===== src/rtl/i2c_req_arbiter.sv =====
// ---------------------------------------------------------------------------
// i2c_req_arbiter
//   Shares one I2C master transaction engine between NUM_REQ requesters.
//   Round-robin grant, one register transaction per grant, completion
//   timeout with engine abort, tagged response back to the winner.
//
//   Optional feature macro: I2C_ARB_RETRY_EN
//     defined   : a NACKed transaction is re-issued up to MAX_RETRY times
//                 before the NACK is reported.
//     undefined : a NACK is reported immediately, no retry counter exists.
//
// Ports
//   clk, rst          system clock, async active-high reset
//   req_valid/_ready  per-requester handshake (ready = one-cycle consume)
//   req_dev_addr      flattened 7-bit device addresses, lane i at [7i+6:7i]
//   req_reg_addr      flattened 8-bit register addresses
//   req_data          flattened 8-bit write data
//   req_rw            per-requester 1 = read, 0 = write
//   m_start           one-cycle launch pulse to the engine
//   m_dev_addr/_reg_addr/_data/_rw  registered transaction fields
//   m_abort           one-cycle pulse forcing the engine to STOP/IDLE
//   m_busy            engine not idle (blocks new grants)
//   m_done/m_nack/m_rd_data  engine completion and result
//   rsp_valid/_id/_data/_err response pulse (err 00 OK, 01 NACK, 10 timeout)
// ---------------------------------------------------------------------------
module i2c_req_arbiter #(
    parameter int NUM_REQ        = 4,
    parameter int ID_W           = 2,
    parameter int TIMEOUT_CYCLES = 50000,
    parameter int MAX_RETRY      = 2
) (
    input  logic                 clk,
    input  logic                 rst,
    input  logic [NUM_REQ-1:0]   req_valid,
    input  logic [NUM_REQ*7-1:0] req_dev_addr,
    input  logic [NUM_REQ*8-1:0] req_reg_addr,
    input  logic [NUM_REQ*8-1:0] req_data,
    input  logic [NUM_REQ-1:0]   req_rw,
    output logic [NUM_REQ-1:0]   req_ready,
    output logic                 m_start,
    output logic [6:0]           m_dev_addr,
    output logic [7:0]           m_reg_addr,
    output logic [7:0]           m_data,
    output logic                 m_rw,
    output logic                 m_abort,
    input  logic                 m_busy,
    input  logic                 m_done,
    input  logic                 m_nack,
    input  logic [7:0]           m_rd_data,
    output logic                 rsp_valid,
    output logic [ID_W-1:0]      rsp_id,
    output logic [7:0]           rsp_data,
    output logic [1:0]           rsp_err
);
    localparam int         CNT_W    = $clog2(TIMEOUT_CYCLES + 1);
    localparam logic [1:0] ERR_OK   = 2'b00;
    localparam logic [1:0] ERR_NACK = 2'b01;
    localparam logic [1:0] ERR_TMO  = 2'b10;

    if (NUM_REQ < 2 || NUM_REQ > 8 || NUM_REQ > (1 << ID_W) ||
        TIMEOUT_CYCLES < 2 || MAX_RETRY < 0) begin : g_bad_params
        $error("i2c_req_arbiter: illegal parameter set");
    end

    typedef enum logic [1:0] {S_IDLE, S_ISSUE, S_WAIT_DONE, S_RESP} state_t;

    state_t              r_state;
    logic [ID_W-1:0]     r_last_grant;
    logic [ID_W-1:0]     r_grant_id;
    logic [CNT_W-1:0]    r_cnt;
    logic [NUM_REQ-1:0]  r_req_ready;
    logic                r_m_start;
    logic [6:0]          r_m_dev_addr;
    logic [7:0]          r_m_reg_addr;
    logic [7:0]          r_m_data;
    logic                r_m_rw;
    logic                r_m_abort;
    logic                r_rsp_valid;
    logic [ID_W-1:0]     r_rsp_id;
    logic [7:0]          r_rsp_data;
    logic [1:0]          r_rsp_err;

    // Round-robin pick: first valid lane searching upward from last_grant+1.
    // The offset k walks 1..NUM_REQ; lane i matches offset k either directly
    // or after wrap-around, so no modulo hardware is needed.
    logic                w_found;
    logic [ID_W-1:0]     w_sel;
    logic [6:0]          w_sel_dev;
    logic [7:0]          w_sel_reg;
    logic [7:0]          w_sel_dat;
    logic                w_sel_rw;

    always_comb begin
        w_found   = 1'b0;
        w_sel     = '0;
        w_sel_dev = '0;
        w_sel_reg = '0;
        w_sel_dat = '0;
        w_sel_rw  = 1'b0;
        for (int k = 1; k <= NUM_REQ; k++) begin
            for (int i = 0; i < NUM_REQ; i++) begin
                if (!w_found && req_valid[i] &&
                    ((int'(r_last_grant) + k == i) ||
                     (int'(r_last_grant) + k == i + NUM_REQ))) begin
                    w_found   = 1'b1;
                    w_sel     = ID_W'(i);
                    w_sel_dev = req_dev_addr[7*i +: 7];
                    w_sel_reg = req_reg_addr[8*i +: 8];
                    w_sel_dat = req_data[8*i +: 8];
                    w_sel_rw  = req_rw[i];
                end
            end
        end
    end

    logic w_retry;
`ifdef I2C_ARB_RETRY_EN
    localparam int RTY_W = (MAX_RETRY > 0) ? $clog2(MAX_RETRY + 1) : 1;
    logic [RTY_W-1:0] r_retry_cnt;
    assign w_retry = m_nack && (int'(r_retry_cnt) < MAX_RETRY);
`else
    assign w_retry = 1'b0;
`endif

    // r_cnt holds the number of cycles elapsed since the current m_start.
    // The abort decision is taken when it will read TIMEOUT_CYCLES-1 on the
    // next cycle, so m_abort and that count become visible together. An
    // m_done in the decision cycle takes priority; the following abort
    // cycle ignores the engine and goes straight to the timeout response.
    always_ff @(posedge clk or posedge rst) begin
        if (rst) begin
            r_state      <= S_IDLE;
            r_last_grant <= ID_W'(NUM_REQ - 1);
            r_grant_id   <= '0;
            r_cnt        <= '0;
            r_req_ready  <= '0;
            r_m_start    <= 1'b0;
            r_m_dev_addr <= '0;
            r_m_reg_addr <= '0;
            r_m_data     <= '0;
            r_m_rw       <= 1'b0;
            r_m_abort    <= 1'b0;
            r_rsp_valid  <= 1'b0;
            r_rsp_id     <= '0;
            r_rsp_data   <= '0;
            r_rsp_err    <= '0;
`ifdef I2C_ARB_RETRY_EN
            r_retry_cnt  <= '0;
`endif
        end else begin
            r_req_ready <= '0;
            r_m_start   <= 1'b0;
            r_m_abort   <= 1'b0;
            r_rsp_valid <= 1'b0;
            case (r_state)
                S_IDLE: begin
                    if (w_found && !m_busy) begin
                        r_grant_id   <= w_sel;
                        r_m_dev_addr <= w_sel_dev;
                        r_m_reg_addr <= w_sel_reg;
                        r_m_data     <= w_sel_dat;
                        r_m_rw       <= w_sel_rw;
                        r_cnt        <= '0;
                        r_m_start    <= 1'b1;
                        r_req_ready  <= NUM_REQ'(1) << w_sel;
`ifdef I2C_ARB_RETRY_EN
                        r_retry_cnt  <= '0;
`endif
                        r_state      <= S_ISSUE;
                    end
                end
                S_ISSUE: begin
                    r_cnt   <= r_cnt + 1'b1;
                    r_state <= S_WAIT_DONE;
                end
                S_WAIT_DONE: begin
                    if (r_m_abort) begin
                        r_rsp_valid <= 1'b1;
                        r_rsp_id    <= r_grant_id;
                        r_rsp_data  <= 8'h00;
                        r_rsp_err   <= ERR_TMO;
                        r_state     <= S_RESP;
                    end else if (m_done && w_retry) begin
                        // Re-issue the latched fields; the requester was
                        // already consumed, so no req_ready this time.
`ifdef I2C_ARB_RETRY_EN
                        r_retry_cnt <= r_retry_cnt + 1'b1;
`endif
                        r_cnt       <= '0;
                        r_m_start   <= 1'b1;
                        r_state     <= S_ISSUE;
                    end else if (m_done) begin
                        r_rsp_valid <= 1'b1;
                        r_rsp_id    <= r_grant_id;
                        r_rsp_err   <= m_nack ? ERR_NACK : ERR_OK;
                        r_rsp_data  <= (r_m_rw && !m_nack) ? m_rd_data : 8'h00;
                        r_state     <= S_RESP;
                    end else begin
                        r_cnt <= r_cnt + 1'b1;
                        if (r_cnt == CNT_W'(TIMEOUT_CYCLES - 2))
                            r_m_abort <= 1'b1;
                    end
                end
                S_RESP: begin
                    r_last_grant <= r_grant_id;
                    r_state      <= S_IDLE;
                end
                default: r_state <= S_IDLE;
            endcase
        end
    end

    assign req_ready  = r_req_ready;
    assign m_start    = r_m_start;
    assign m_dev_addr = r_m_dev_addr;
    assign m_reg_addr = r_m_reg_addr;
    assign m_data     = r_m_data;
    assign m_rw       = r_m_rw;
    assign m_abort    = r_m_abort;
    assign rsp_valid  = r_rsp_valid;
    assign rsp_id     = r_rsp_id;
    assign rsp_data   = r_rsp_data;
    assign rsp_err    = r_rsp_err;

endmodule


===== config.mk =====
export PLATFORM = sky130hd
export DESIGN_NAME = i2c_req_arbiter
export DESIGN_NICKNAME = d
export VERILOG_FILES = /design/src/rtl/i2c_req_arbiter.sv
export SDC_FILE = /design/constraint.sdc
export NUM_CORES = 1
export LEC_CHECK = 0
export CORE_MARGIN = 4
export CORE_UTILIZATION = 40
export CTS_CLUSTER_SIZE = 25
export DETAILED_ROUTE_END_ITERATION = 6
export MAX_ROUTING_LAYER = met4
export PLACE_DENSITY = 0.69
export SLEW_MARGIN = 10
export SYNTH_ARGS = -nofsm -noshare
export SYNTH_HDL_FRONTEND = slang
export SYNTH_SLANG_ARGS = --single-unit

===== constraint.sdc =====
create_clock -name clk -period 4.8 [get_ports clk]
set_input_delay 0.72 -clock clk [delete_from_list [all_inputs] [get_ports clk]]
set_output_delay 0.72 -clock clk [all_outputs]
set_load 0.01 [all_outputs]

Yosys cells after proc, flatten, opt, wreduce, memory -nomap -nowiden
Index checks and enable logic that the tools add are counted.
{ "word_totals": {"register_bits": 65, "latch_bits": 0, "ramBits": 0, "romBits": 0, "output_inout_bits": 43, "word_cells": 256, "memories": 0} }
{ "classes": {"addsub": 5, "mul": 0, "div": 0, "order_cmp": 0, "n_eq_ne": 36, "shifts": 1, "muxes": 122, "bitwise": 0, "n_reduce_logical": 77} }
{ "op_table": {"columns": ["op", "count"], "rows": [
  ["32-bit by 4-bit equality test with 1-bit output, second input constant", 12],
  ["8-bit two-way mux", 35],
  ["32-bit by 3-bit equality test with 1-bit output, second input constant", 8],
  ["32-bit by 2-bit equality test with 1-bit output, second input constant", 4],
  ["32-bit zero test", 4],
  ["7-bit two-way mux", 16],
  ["16-bit two-way mux", 3],
  ["16-bit one-hot mux with 3 select lines", 1],
  ["1-bit two-way mux", 43],
  ["2-bit two-way mux", 21],
  ["1-bit logical AND", 33],
  ["1-bit zero test", 17],
  ["16-bit by 1-bit adder with 16-bit output, second input constant", 1],
  ["16-bit equality test, second input constant", 1],
  ["1-bit logical OR", 16],
  ["3-bit equality test, second input constant", 3],
  ["4-bit two-way mux", 2],
  ["2-bit one-hot mux with 4 select lines", 1],
  ["2-bit by 2-bit adder with 3-bit output, second input constant", 2],
  ["2-bit != test, second input constant", 3],
  ["2-bit AND reduction", 3],
  ["2-bit by 3-bit adder with 4-bit output, second input constant", 1],
  ["2-bit equality test, second input constant", 2],
  ["4-bit by 3-bit equality test with 1-bit output, second input constant", 1],
  ["8 further kinds", 8]
]} }

Depth between registers and ports, before layout
{ "logic_depth": {"depth_word": 68, "mapped_depth": 10, "mapped_depth_nobuf": 8} }

Least setup slack after synthesis
No wires, ideal clock.
{ "synth_timing": {"kind": "input to register", "from": "input req_valid[2]", "to": "register r_m_reg_addr[1] (netlist: m_reg_addr[1])", "setup_ns": 0.128, "arrival_time_ns": 2.065, "required_time_ns": 4.672, "setup_slack_ns": 2.607, "cell_stages": 10, "path_buffers": 2, "cell_sequence": "buf_6 -> nor4_2 -> nor2_1 -> nand2_1 -> inv_2 -> buf_2 -> nor2_1 -> a21oi_1 -> a211oi_1 -> a21oi_1"} }
{ "synth_between": {"elab_chain_len": 57} }
{ "synth_rtl": {"columns": ["item", "line_no", "source"], "rows": [
  ["start: declaration", "34", "input logic [NUM_REQ-1:0] req_valid,"],
  ["1-bit logical AND (2 in a row)", "102", "if (!w_found && req_valid[i] &&"],
  ["1-bit two-way mux", "102", null],
  ["1-bit zero test", "102", null],
  ["1-bit logical AND (2 in a row)", "102", null],
  ["1-bit two-way mux", "102", null],
  ["1-bit zero test", "102", null],
  ["1-bit logical AND (2 in a row)", "102", null],
  ["1-bit two-way mux", "102", null],
  ["[... 36 more ...]", null, null],
  ["1-bit zero test", "102", null],
  ["1-bit logical AND (2 in a row)", "102", null],
  ["1-bit two-way mux", "102", null],
  ["1-bit zero test", "102", null],
  ["1-bit logical AND (2 in a row)", "102", null],
  ["1-bit two-way mux", "102", null],
  ["1-bit logical AND", "157", "if (w_found && !m_busy) begin"],
  ["2-bit AND reduction (no line)", null, null],
  ["end signal: assignment", "160", "r_m_reg_addr <= w_sel_reg;"],
  ["end: declaration", "74", "logic [7:0] r_m_reg_addr;"]
]} }
Parallel ways exist; a longest one is shown, timed or not.
A chain may end at the register's enable or synchronous reset.

Final worst setup path
{ "layout_timing": {"from": "input req_valid[2]", "to": "register r_m_dev_addr[0] (netlist: m_dev_addr[0])"} }
{ "layout_between": {"elab_chain_len": 57} }
{ "layout_rtl": {"columns": ["item", "line_no", "source"], "rows": [
  ["1-bit logical AND (2 in a row)", "102", null],
  ["1-bit two-way mux", "102", null],
  ["1-bit zero test", "102", null],
  ["1-bit logical AND (2 in a row)", "102", null],
  ["1-bit two-way mux", "102", null],
  ["1-bit zero test", "102", null],
  ["1-bit logical AND (2 in a row)", "102", null],
  ["1-bit two-way mux", "102", null],
  ["[... 36 more ...]", null, null],
  ["1-bit zero test", "102", null],
  ["1-bit logical AND (2 in a row)", "102", null],
  ["1-bit two-way mux", "102", null],
  ["1-bit zero test", "102", null],
  ["1-bit logical AND (2 in a row)", "102", null],
  ["1-bit two-way mux", "102", null],
  ["1-bit logical AND", "157", null],
  ["2-bit AND reduction (no line)", null, null],
  ["end signal: assignment", "159", "r_m_dev_addr <= w_sel_dev;"],
  ["end: declaration", "73", "logic [6:0] r_m_dev_addr;"]
]} }
Parallel ways exist; a longest one is shown, timed or not.

==> impl_metrics.csv <==
group,metric,value,unit
synthesis,syn_inst,765,
synthesis,synth_top_flop_cell,"dfrtp_1",
sta,fmax,294,MHz
final_layout,nets,1003,
sta,rsz0062_at_grt,"no",
setup_path,crit_fanout,46,
routing,vias,7187,
final_layout,syn_to_final_growth,31.9,%
floorplan,fp-row-count,44,
run_status,violations,"DRC",
final_layout,drive_gt1_share,7.42,%
setup_path,r2r-end,"m_data[0]",
sta,finalCritPeriodShare,70.8,%
hold_path,min_path_cells,1,
global_route,grt_antenna_before_repair,0,
pwr,peakVddDrop,0.000242,V
placed_design,dpl_cell_area,0.00758,mm^2
setup_path,slowest_stage,"clkdlybuf4s50_1",
synthesis,syn_nets,884,
placed_design,place.gp.congestion,0.981,
sta,clock_skew,12.1,ps
routing,drcViolationCount,1,
setup_path,r2r_cells,6,
setup_path,crit_arrival,3670,ps
clocking,clk_latency,350,ps
clocking,cts_inserted_buffers,9,
global_route,gr-total-overflow,0,
setup_path,required,5070,ps
clocking,cts_resized,0,
routing,wl_per_cell,22.8,um
hold_path,hold_path.class,"reg -> reg",
clocking,clockBufferDepth,2,
global_route,grt_pass1_vias,6750,
synthesis,ys_seq_area_share,27.2,%
synthesis,avgSynthCellArea,7.82,um^2
global_route,grt_max_degree,47,
clocking,path_clk_slew,60,ps
clocking,cts_sinks,65,
synthesis,synth_cell_types,83,
sta,relSlewSlack,14.2,%
clocking,root_buffer,"clkbuf_16",
floorplan,core_region_area,0.0146,mm^2
placed_design,place_hpwl,16900,um
floorplan,die_area,0.0170,mm^2
floorplan,io_pins,156,
final_layout,final_core_util,54.1,%
global_route,grt_pass1_wl,36800,um
routing,drt_iter0_markers,1087,
sta,min_period,3400,ps
clocking,htree_levels,3,
synthesis,synth_edf_count,0,
setup_path,reg2reg_slack,1710,ps
setup_path,crit_path_start_kind,"primary input",
setup_path,crit_type,"in -> reg",
setup_path,crit_path_end_kind,"register",
setup_path,r2r_start,"r_last_grant[0]",
synthesis,synth_area,0.00598,mm^2
routing,drt_first_pass_iters,7,
routing,wirelength,24400,um
pwr,p_total,3.52,mW
pwr,p_leak,3.01,nW
hold_path,min_to,"rsp_err[1]",
routing,viasPerCell,6.70,
pwr,power_density,446,mW/mm^2
final_layout,fin_area,0.00789,mm^2
hold_path,min_from,"rsp_err[1]",
run_status,status,"finished, violations left",
routing,ant_nets,0,
sta,finalMaxSlewViolations,0,
floorplan,fp.dieW,130,um
clocking,ctsHoldBuffers,0,
sta,tightest_slew,1270,ps
final_layout,antenna_cells,0,
sta,hold_viol,0,
synthesis,ys_ff_latch,65,
sta,finalSetupTns,0,ps
flow_run,cap_violations,0,
clocking,cts_tree,"done",
placed_design,portBuffers,155,
synthesis,synthArstFlopShare,100,%
global_route,grtUsageTotal,28.5,%
synthesis,yosysWarnings,0,
setup_path,worstPathCellList,"clkdlybuf4s50_1 -> nor4_2 -> nor2_1 -> nand2_1 -> inv_2 -> nand2_1 -> nor3_1 -> nor2_1 -> a21oi_1",
setup_path,slowest_delay,1000,ps
sta,setup_viol,0,
clocking,cts_setup_buffers,0,
floorplan,die_y,130,um
floorplan,initial_core_util,41.0,%
## how the worst max path moves through the flow
stage / from / to / depth (start not counted)
after floorplan: rst / m_abort / 1
after global placement: req_valid[2] / m_reg_addr[6] / 9
after detailed placement: req_valid[2] / m_dev_addr[3] / 9
after CTS: req_valid[2] / m_dev_addr[3] / 9
after global routing: req_valid[2] / m_dev_addr[6] / 9
final: req_valid[2] / m_dev_addr[0] / 9
## critical path, delay by kind of cell
family,cells,cell delay (ps)
buffers and inverters,2,1610
AND/OR/NAND/NOR,6,1220
AO/OA/AOI/OAI,1,110
## layout make-up
class / count / area [um^2]
fill: 1391 / 6700
multi-input combinational: 619 / 3970
timing repair buffer: 175 / 1700
sequential: 65 / 1630
tap: 184 / 230
clock buffer: 9 / 225
clock inverter: 7 / 85.1
inverter: 14 / 52.6
## kinds of logic after synthesis
| family | after synthesis | synth area share (%) |
|---|---|---|
| flip-flops | 65 | 27.2 |
| XOR/XNOR | 10 | 1.46 |
| AO/OA/AOI/OAI | 316 | 38.3 |
| adder cells (fa/ha/maj) | 6 | 1.25 |
| multiplexers | 4 | 0.753 |
| AND/OR/NAND/NOR | 283 | 24.5 |
| buffers and inverters | 81 | 6.42 |
## cells in the final DEF, fill, tap and decap left out, types with 4 or more instances in the layout
master	Yosys	layout
a221o_1	14	14
nand2_1	67	67
o22ai_1	31	31
a32oi_1	11	11
nand4_1	8	8
a22oi_1	8	8
nand2b_1	7	7
a22o_1	15	15
nand3b_1	4	4
a21oi_1	50	50
a221oi_1	24	24
o21ai_0	43	43
nor4_1	5	5
inv_1	11	10
and3_1	11	11
xnor2_1	8	8
o211ai_1	6	6
ha_1	6	6
nor2b_1	12	12
nor3_1	19	19
o21a_1	6	6
mux2_2	4	4
o31ai_1	4	4
clkbuf_16	0	9
and2_1	12	12
buf_4	8	20
a32o_1	5	5
o221ai_1	21	21
or3_1	4	4
a21o_1	12	12
nor2_1	88	88
o22a_1	5	5
a222oi_1	4	4
dfrtp_1	63	63
a31oi_1	7	7
clkdlybuf4s50_1	0	155
nand3_1	18	18
a211oi_1	24	24
and3b_1	4	4
## flip-flops by register name (all words and copies together), names as in the netlist, 2 cells and up
| signal | count |
|---|---|
| rsp_err | 2 |
| r_grant_id | 2 |
| req_ready | 4 |
| m_dev_addr | 7 |
| r_state | 2 |
| r_last_grant | 2 |
| m_reg_addr | 8 |
| r_cnt | 16 |
| m_data | 8 |
| rsp_id | 2 |
| rsp_data | 8 |
## metal layers
| layer | GRT usage, % | vias to the layer above | part of all wire, % |
|---|---|---|---|
| li1 | - | 3222 | - |
| met1 | 37.8 | 3331 | 40 |
| met2 | 42.5 | 553 | 44 |
| met3 | 7.12 | 81 | 13 |
| met4 | 9.41 | 0 | 3.2 |
| met5 | - | - | 0 |
## cells in the mapped netlist (11+ instances only)
cell type  instances  area share (%)
nor2_1            88             5.5
nand2_1           67             4.2
dfrtp_1           63              26
a21oi_1           50             4.2
o21ai_0           43             3.6
buf_2             33             2.8
o22ai_1           31             3.2
a211oi_1          24             3.0
a221oi_1          24             3.5
clkbuf_1          21             1.3
o221ai_1          21             3.1
nor3_1            19             1.6
nand3_1           18             1.5
a22o_1            15             2.2
a221o_1           14             2.3
a21o_1            12             1.5
and2_1            12             1.3
nor2b_1           12             1.3
a32oi_1           11             1.6
and3_1            11             1.2
inv_1             11            0.69
## per-stage QoR
step / hold WS [ps] / std cells / setup slack (ps)
5_1_grt: 516 / 1073 / 1210
3_5_place_dp: 485 / 1057 / 1050
6_report: 496 / 1073 / 1400
2_1_floorplan: 465 / 765 / 2460
3_3_place_gp: 479 / 1057 / 1140
4_1_cts: 499 / 1073 / 1420
## power breakdown
group	switching, mW	internal, mW
Clock	0.295	0.414
Combinational	1.01	0.891
Sequential	0.182	0.729
Total	1.48	2.03
Power figures use the tool's default switching activity.
